## src/rtl/apb_pkg.sv

```systemverilog
// Shared types and defaults for the parametrised APB4 master and its address decoder.
package apb_pkg;

  // Transfer sequencing states of the master.
  typedef enum logic [1:0] {
    IDLE   = 2'd0,
    SETUP  = 2'd1,
    ACCESS = 2'd2
  } apb_state_e;

  // Default peripheral window: slave 0 starts here, each slave owns 4 KiB.
  localparam logic [31:0] APB_BASE_ADDR_DEF     = 32'h1000_0000;
  localparam int          APB_SLV_SIZE_LOG2_DEF = 12;

  // Widest configuration the read-data slicer supports (16 slaves x 128 bits).
  localparam int APB_MAX_SLV    = 16;
  localparam int APB_DATA_MAX_W = 128;
  localparam int APB_BUS_MAX_W  = APB_MAX_SLV * APB_DATA_MAX_W;

  // Extract slave idx's read word from the flattened PRDATA bus. The caller
  // zero-extends the bus to APB_BUS_MAX_W and truncates the result to its own
  // DATA_W, so one function serves every parameterisation.
  function automatic logic [APB_DATA_MAX_W-1:0] apb_prdata_slice(
    input logic [APB_BUS_MAX_W-1:0] bus,
    input int unsigned              idx,
    input int unsigned              data_w
  );
    return APB_DATA_MAX_W'(bus >> (idx * data_w));
  endfunction

endpackage

```

## src/rtl/apb_addr_decoder.sv

```systemverilog
// Combinational address decoder: maps an address onto one of NUM_SLV equally
// sized regions starting at BASE_ADDR and flags addresses outside the window.
module apb_addr_decoder
  import apb_pkg::*;
#(
  parameter int                NUM_SLV       = 6,
  parameter int                ADDR_W        = 32,
  parameter logic [ADDR_W-1:0] BASE_ADDR     = ADDR_W'(APB_BASE_ADDR_DEF),
  parameter int                SLV_SIZE_LOG2 = APB_SLV_SIZE_LOG2_DEF,
  localparam int               IDX_W         = (NUM_SLV > 1) ? $clog2(NUM_SLV) : 1
) (
  input  logic [ADDR_W-1:0]  i_addr,
  output logic [NUM_SLV-1:0] o_sel,
  output logic [IDX_W-1:0]   o_idx,
  output logic               o_mapped
);

  logic [ADDR_W-1:0] w_off;
  logic [ADDR_W-1:0] w_idx_full;
  logic              w_above_base;

  // The full-width region index is kept so addresses past the last slave are
  // recognised instead of aliasing onto a low index after truncation.
  assign w_above_base = (i_addr >= BASE_ADDR);
  assign w_off        = i_addr - BASE_ADDR;
  assign w_idx_full   = w_off >> SLV_SIZE_LOG2;
  assign o_mapped     = w_above_base && (w_idx_full < ADDR_W'(NUM_SLV));
  assign o_idx        = IDX_W'(w_idx_full);

  // One-hot select, all-zero for unmapped addresses.
  always_comb begin
    o_sel = '0;
    for (int i = 0; i < NUM_SLV; i++) begin
      o_sel[i] = o_mapped && (w_idx_full == ADDR_W'(i));
    end
  end

endmodule

```

## src/rtl/apb_master_nslv.sv

```systemverilog
// APB4 master bridging the core's internal request strobe interface to
// NUM_SLV peripherals, with byte strobes, slave error, unmapped-address error,
// a PREADY watchdog and registered completion outputs.
module apb_master_nslv
  import apb_pkg::*;
#(
  parameter int                NUM_SLV       = 6,
  parameter int                ADDR_W        = 32,
  parameter int                DATA_W        = 32,
  parameter logic [ADDR_W-1:0] BASE_ADDR     = ADDR_W'(APB_BASE_ADDR_DEF),
  parameter int                SLV_SIZE_LOG2 = APB_SLV_SIZE_LOG2_DEF,
  parameter int                TIMEOUT       = 16
) (
  input  logic                      PCLK,
  input  logic                      PRESET,
  // APB side
  output logic [ADDR_W-1:0]         PADDR,
  output logic                      PWRITE,
  output logic                      PENABLE,
  output logic [DATA_W-1:0]         PWDATA,
  output logic [DATA_W/8-1:0]       PSTRB,
  output logic [NUM_SLV-1:0]        PSEL,
  input  logic [NUM_SLV*DATA_W-1:0] PRDATA,
  input  logic [NUM_SLV-1:0]        PREADY,
  input  logic [NUM_SLV-1:0]        PSLVERR,
  // Requester side
  input  logic                      transfer,
  input  logic                      write,
  input  logic [ADDR_W-1:0]         addr,
  input  logic [DATA_W-1:0]         wdata,
  input  logic [DATA_W/8-1:0]       wstrb,
  output logic                      busy,
  output logic                      ready,
  output logic [DATA_W-1:0]         rdata,
  output logic                      error
);

  localparam int STRB_W  = DATA_W / 8;
  localparam int IDX_W   = (NUM_SLV > 1) ? $clog2(NUM_SLV) : 1;
  localparam int CNT_W   = (TIMEOUT > 0) ? $clog2(TIMEOUT + 1) : 1;
  localparam int TO_LAST = (TIMEOUT > 0) ? TIMEOUT - 1 : 0;

  apb_state_e r_state;
  apb_state_e w_state_nxt;

  // Latched request and its decode, stable from SETUP to completion.
  logic [ADDR_W-1:0]  r_paddr;
  logic               r_pwrite;
  logic [DATA_W-1:0]  r_pwdata;
  logic [STRB_W-1:0]  r_pstrb;
  logic [NUM_SLV-1:0] r_sel;
  logic [IDX_W-1:0]   r_idx;
  logic               r_mapped;

  logic [CNT_W-1:0]   r_wait_cnt;

  logic               r_ready;
  logic               r_error;
  logic [DATA_W-1:0]  r_rdata;

  logic [NUM_SLV-1:0] w_dec_sel;
  logic [IDX_W-1:0]   w_dec_idx;
  logic               w_dec_mapped;
  logic               w_accept;
  logic               w_pready_sel;
  logic               w_pslverr_sel;
  logic [DATA_W-1:0]  w_prdata_sel;
  logic               w_timeout;
  logic               w_done;

  apb_addr_decoder #(
    .NUM_SLV       (NUM_SLV),
    .ADDR_W        (ADDR_W),
    .BASE_ADDR     (BASE_ADDR),
    .SLV_SIZE_LOG2 (SLV_SIZE_LOG2)
  ) u_decoder (
    .i_addr   (addr),
    .o_sel    (w_dec_sel),
    .o_idx    (w_dec_idx),
    .o_mapped (w_dec_mapped)
  );

  assign w_accept = (r_state == IDLE) && transfer;

  // Responses from non-selected slaves are masked out by the latched one-hot
  // select; an unmapped access has an all-zero select and never sees PREADY.
  assign w_pready_sel  = |(PREADY & r_sel);
  assign w_pslverr_sel = |(PSLVERR & r_sel);
  assign w_prdata_sel  = DATA_W'(apb_prdata_slice(APB_BUS_MAX_W'(PRDATA),
                                                  32'(r_idx), DATA_W));

  // The watchdog fires in the ACCESS cycle whose count is TIMEOUT-1, so a
  // stuck slave sees exactly TIMEOUT ACCESS cycles.
  assign w_timeout = (TIMEOUT > 0) && !w_pready_sel &&
                     (r_wait_cnt == CNT_W'(TO_LAST));
  assign w_done    = !r_mapped || w_pready_sel || w_timeout;

  // State register.
  // NOTE: sequential state uses non-blocking assignments so every flop samples
  // pre-edge values regardless of process evaluation order.
  always_ff @(posedge PCLK or posedge PRESET) begin
    if (PRESET) r_state <= IDLE;
    else        r_state <= w_state_nxt;
  end

  // Next-state logic: IDLE -> SETUP on a request, SETUP -> ACCESS always,
  // ACCESS -> IDLE on ready, unmapped address or watchdog expiry.
  always_comb begin
    // NOTE: default assignment first so no path through the case leaves the
    // variable unassigned and infers a latch.
    w_state_nxt = r_state;
    case (r_state)
      IDLE:    if (transfer) w_state_nxt = SETUP;
      SETUP:   w_state_nxt = ACCESS;
      ACCESS:  if (w_done) w_state_nxt = IDLE;
      default: w_state_nxt = IDLE;
    endcase
  end

  // APB control outputs decoded from the state alone, so an asynchronous
  // reset drops PSEL and PENABLE in the same cycle it is asserted.
  always_comb begin
    PSEL    = '0;
    PENABLE = 1'b0;
    busy    = 1'b0;
    case (r_state)
      SETUP: begin
        PSEL = r_sel;
        busy = 1'b1;
      end
      ACCESS: begin
        PSEL    = r_sel;
        PENABLE = 1'b1;
        busy    = 1'b1;
      end
      default: ;
    endcase
  end

  // Capture the request and its decode when it is accepted in IDLE; reads
  // carry an all-zero strobe.
  always_ff @(posedge PCLK or posedge PRESET) begin
    if (PRESET) begin
      r_paddr  <= '0;
      r_pwrite <= 1'b0;
      r_pwdata <= '0;
      r_pstrb  <= '0;
      r_sel    <= '0;
      r_idx    <= '0;
      r_mapped <= 1'b0;
    end else if (w_accept) begin
      r_paddr  <= addr;
      r_pwrite <= write;
      r_pwdata <= wdata;
      r_pstrb  <= write ? wstrb : '0;
      r_sel    <= w_dec_sel;
      r_idx    <= w_dec_idx;
      r_mapped <= w_dec_mapped;
    end
  end

  // Watchdog counter: cleared in SETUP, advanced for each ACCESS wait cycle.
  always_ff @(posedge PCLK or posedge PRESET) begin
    if (PRESET) begin
      r_wait_cnt <= '0;
    end else if (r_state == SETUP) begin
      r_wait_cnt <= '0;
    end else if ((r_state == ACCESS) && !w_pready_sel) begin
      r_wait_cnt <= r_wait_cnt + CNT_W'(1);
    end
  end

  // Registered completion: one-cycle ready pulse with error and read data.
  // Unmapped and timed-out accesses return error with zero data; a write keeps
  // the previous read data.
  always_ff @(posedge PCLK or posedge PRESET) begin
    if (PRESET) begin
      r_ready <= 1'b0;
      r_error <= 1'b0;
      r_rdata <= '0;
    end else begin
      r_ready <= 1'b0;
      if ((r_state == ACCESS) && w_done) begin
        r_ready <= 1'b1;
        if (!r_mapped || w_timeout) begin
          r_error <= 1'b1;
          r_rdata <= '0;
        end else begin
          r_error <= w_pslverr_sel;
          if (!r_pwrite) r_rdata <= w_prdata_sel;
        end
      end
    end
  end

  assign PADDR  = r_paddr;
  assign PWRITE = r_pwrite;
  assign PWDATA = r_pwdata;
  assign PSTRB  = r_pstrb;
  assign ready  = r_ready;
  assign error  = r_error;
  assign rdata  = r_rdata;

endmodule

```

## config.mk

```make
export PLATFORM = sky130hd
export DESIGN_NAME = apb_master_nslv
export DESIGN_NICKNAME = d
export VERILOG_FILES = /design/src/rtl/apb_pkg.sv /design/src/rtl/apb_addr_decoder.sv /design/src/rtl/apb_master_nslv.sv
export SDC_FILE = /design/constraint.sdc
export NUM_CORES = 1
export LEC_CHECK = 0
export ABC_AREA = 1
export BUFFER_PORTS_ARGS = -buffer_cell sky130_fd_sc_hd__buf_2
export CORE_AREA = 2 2 148 150
export CTS_BUF_LIST = sky130_fd_sc_hd__clkbuf_4
export DETAILED_ROUTE_END_ITERATION = 16
export DIE_AREA = 0 0 150 152
export GPL_TIMING_DRIVEN = 0
export PLACE_DENSITY_LB_ADDON = 0.12
export SETUP_SLACK_MARGIN = 0.05
export SYNTH_ARGS = -nofsm -noshare
export SYNTH_HDL_FRONTEND = slang
export SYNTH_SLANG_ARGS = --single-unit
```

## constraint.sdc

```tcl
create_clock -name PCLK -period 3.9 [get_ports PCLK]
set_input_delay 0.78 -clock PCLK [delete_from_list [all_inputs] [get_ports PCLK]]
set_output_delay 0.78 -clock PCLK [all_outputs]
set_load 0.02 [all_outputs]
```

==> out/qor.yml <==
worst_setup_path:
  end_kind: "output port"
  cpMostUsedCell: "inv_1"
  slowest_stage: "ha_1"
  crit_required_ns: 3.12
  r2r_cells: 7
  cp.arrival_ns: 1.74
  start_kind: "flip-flop"
  critical_path_class: "flip-flop to output port"
  critical_path_depth: 5
  cp_max_fo: 7
  critPathBufInv: 3
  max_stage_delay_ns: 0.45
  worstPathCellList: "inv_1 > ha_1 > nand2_1 > inv_1 > buf_2"
  path_delay_family: "adder cells"
clock_network:
  tritoncts: "built"
  postCtsSetupBuffers: 0
  cts_buffer_depth: 2
  cts_buffers: 17
  postCtsHoldBufs: 0
  worstSkewPairLatency_ns: 0.51
  htree_levels: 4
  cts.repair.resized: 0
  clk_pin_slew_ns: 0.11
  ctsRootBufferMaster: "clkbuf_4"
  clock-sinks: 117
sta:
  setup_viol: 0
  slew_headroom_pct: 57.34
  fin_crit_sh_pct: 64.62
  fin_tns_setup_ns: 0
  fmax_ghz: 0.3968
  post-route-min-period_ns: 2.520
  layout_setup_ws_ns: 1.380
  timing_hold_violations_final: 0
  fin_skew_ns: 0.02564
  drv_slew: 0
  rsz0062_at_grt: "no"
  tightestPinTransition_ns: 0.6385
global_route:
  track_usage_pct: 22.93
  grt_start_max_net_pins: 34
  grt_pass1_vias: 7863
  grt_antenna_before_repair: 6
  grt_pass1_wl_mm: 41.21
  gr-total-overflow: 0
run:
  maxCapViolations: 0
floorplanning:
  die_h_um: 152
  initial_core_util_pct: 32.61
  fp-row-count: 54
  pin_count: 387
  dieArea_um2: 22800
  core_area_um2: 21350
  die_w_um: 150
synth:
  synth_fp_nets: 1348
  synth_cell_types: 20
  synth-seq-area-share_pct: 42.05
  synth_top_family_by_area: "simple AND/OR/NAND/NOR gates"
  syn_inst: 1066
  synth_compound_area_share_pct: 6.667
  syn-mean-instance-area_um2: 6.532
  synth.area.mux_share_pct: 0
  synthSimpleGateAreaFrac_pct: 40.99
  synth_fa_ha_area_share_pct: 1.078
  synth_warnings: 0
  syn-cell-area_um2: 6963
  synth-xor-area-share_pct: 0.2516
  ys_ff_latch: 117
placed_design:
  dp_hpwl_mm: 21.54
  dp_slack_ns: 1.610
  gp_congestion: 0.9114
  port_buffers: 386
layout:
  final_cell_mix: "nand2_1, buf_2, dfrtp_1"
  final_common_cell: "nand2_1"
  finalCoreUtilization_pct: 44.95
  area_growth_pct: 37.84
  nets: 1756
  drive_above_1_share_pct: 31.20
power_and_ir_drop:
  combPwrFrac_pct: 56.8
  internal_power_mw: 3.114
  p_per_area_nw_per_um2: 644.3
  ir_worst_vdd_mv: 0.3165
  power_frac_seq_pct: 29.2
  swShare_pct: 49.64
  p_leak_nw: 5.811
  p_switching_mw: 3.070
  p_clk_share_pct: 14.0
route:
  drtIter0Drc: 331
  drt-total-wl_mm: 26.52
  ant_nets: 0
  vias: 8053
  drc_errors: 0
  dr.pass1.iters: 5
  wl_per_cell_um: 14.95
  routed_via_density: 4.539
hold_path:
  min_path_type: "input pin to asynchronous set/reset pin"
run_status:
  status: "complete, no violations"
power by group through the flow:
stage | clock [mW] | combinational, mW | sequential [mW]
CTS | 0.907 | 3.55 | 1.81
global route | 0.964 | 3.95 | 1.86
finish | 0.864 | 3.51 | 1.81
floorplan | 0 | 1.88 | 2.24
global placement | 0 | 3.51 | 1.83
detailed placement | 0 | 3.54 | 1.82
routing by layer:
layer  vias to the layer above  global-route usage (%)  wire [um]
li1                       4144                       -          -
met1                      3575                   28.09      10900
met2                       301                   39.18      12800
met3                        33                   5.766       2216
met4                         0                   7.592        600
met5                         -                       0          0
worst reg2reg max path, delay by kind of cell (launching register included):
kind | cells | cell delay, ns
adder cells (fa/ha/maj) | 1 | 0.20
buffers and inverters | 3 | 0.97
AND/OR/NAND/NOR | 3 | 0.38
flip-flops | 1 | 0.38
layout make-up:
| type | count | area, um2 |
|---|---|---|
| Buffer | 64 | 350.3 |
| Antenna cell | 7 | 17.52 |
| Clock inverter | 14 | 136.4 |
| Tap cell | 280 | 350.3 |
| Inverter | 73 | 277.8 |
| Fill cell | 2372 | 11750 |
| Clock buffer | 18 | 135.1 |
| Timing Repair Buffer | 389 | 1992 |
| Multi-Input combinational cell | 812 | 3411 |
| Sequential cell | 117 | 2928 |
state kept, by name, indices dropped and copies added (netlist names):
signal	count
r_sel	6
PWRITE	1
r_state	2
r_wait_cnt	5
PSTRB	4
r_mapped	1
rdata	32
error	1
ready	1
PWDATA	32
PADDR	32
stage by stage:
stage	hold WS, ns	cells	power (mW)	cell area (um2)
4_1_cts	0.3197	1767	6.261	9580
3_3_place_gp	0.4508	1732	5.341	9249
5_1_grt	0.3515	1773	6.778	9595
2_1_floorplan	0.4666	1066	4.116	6967
3_5_place_dp	0.4582	1735	5.358	9309
6_report	0.3405	1774	6.184	9598
worst paths after layout:
path / start / endpoint / slack [ns]
worst min register to register: rdata[2] / rdata[2] / 0.48
max in group asynchronous: PRESET / r_mapped / 2.73
worst max-delay path: r_state[1] / PSEL[5] / 1.38
min in group PCLK: wdata[5] / PWDATA[5] / 0.45
worst max register to register: r_state[1] / r_sel[1] / 1.91
worst min-delay path: PRESET / rdata[15] / 0.34
cell usage after synthesis:
master    count  share of area, %
inv_1        70               3.8
clkbuf_1     20               1.1
o21ai_0      60               4.3
or2_2         1             0.090
ha_1          6               1.1
nand4_1       8              0.72
nand3_1     107               7.7
nand3_2       2              0.29
o21ai_1      31               2.2
nand2_1     541                29
a22o_1        1              0.13
buf_6        10               1.6
xor2_1        2              0.25
inv_2         3              0.16
nor3_1        4              0.29
nand3b_1      2              0.22
nor2_1       47               2.5
buf_2        28               2.0
buf_1         6              0.32
dfrtp_1     117                42
kinds of logic after synthesis:
| logic type | count (synthesis) |
|---|---|
| simple gates | 712 |
| buf+inv | 137 |
| flops | 117 |
| compound gates | 92 |
| fa+ha+maj | 6 |
| xor+xnor | 2 |
Note: power is estimated with default switching activity, not from simulation.
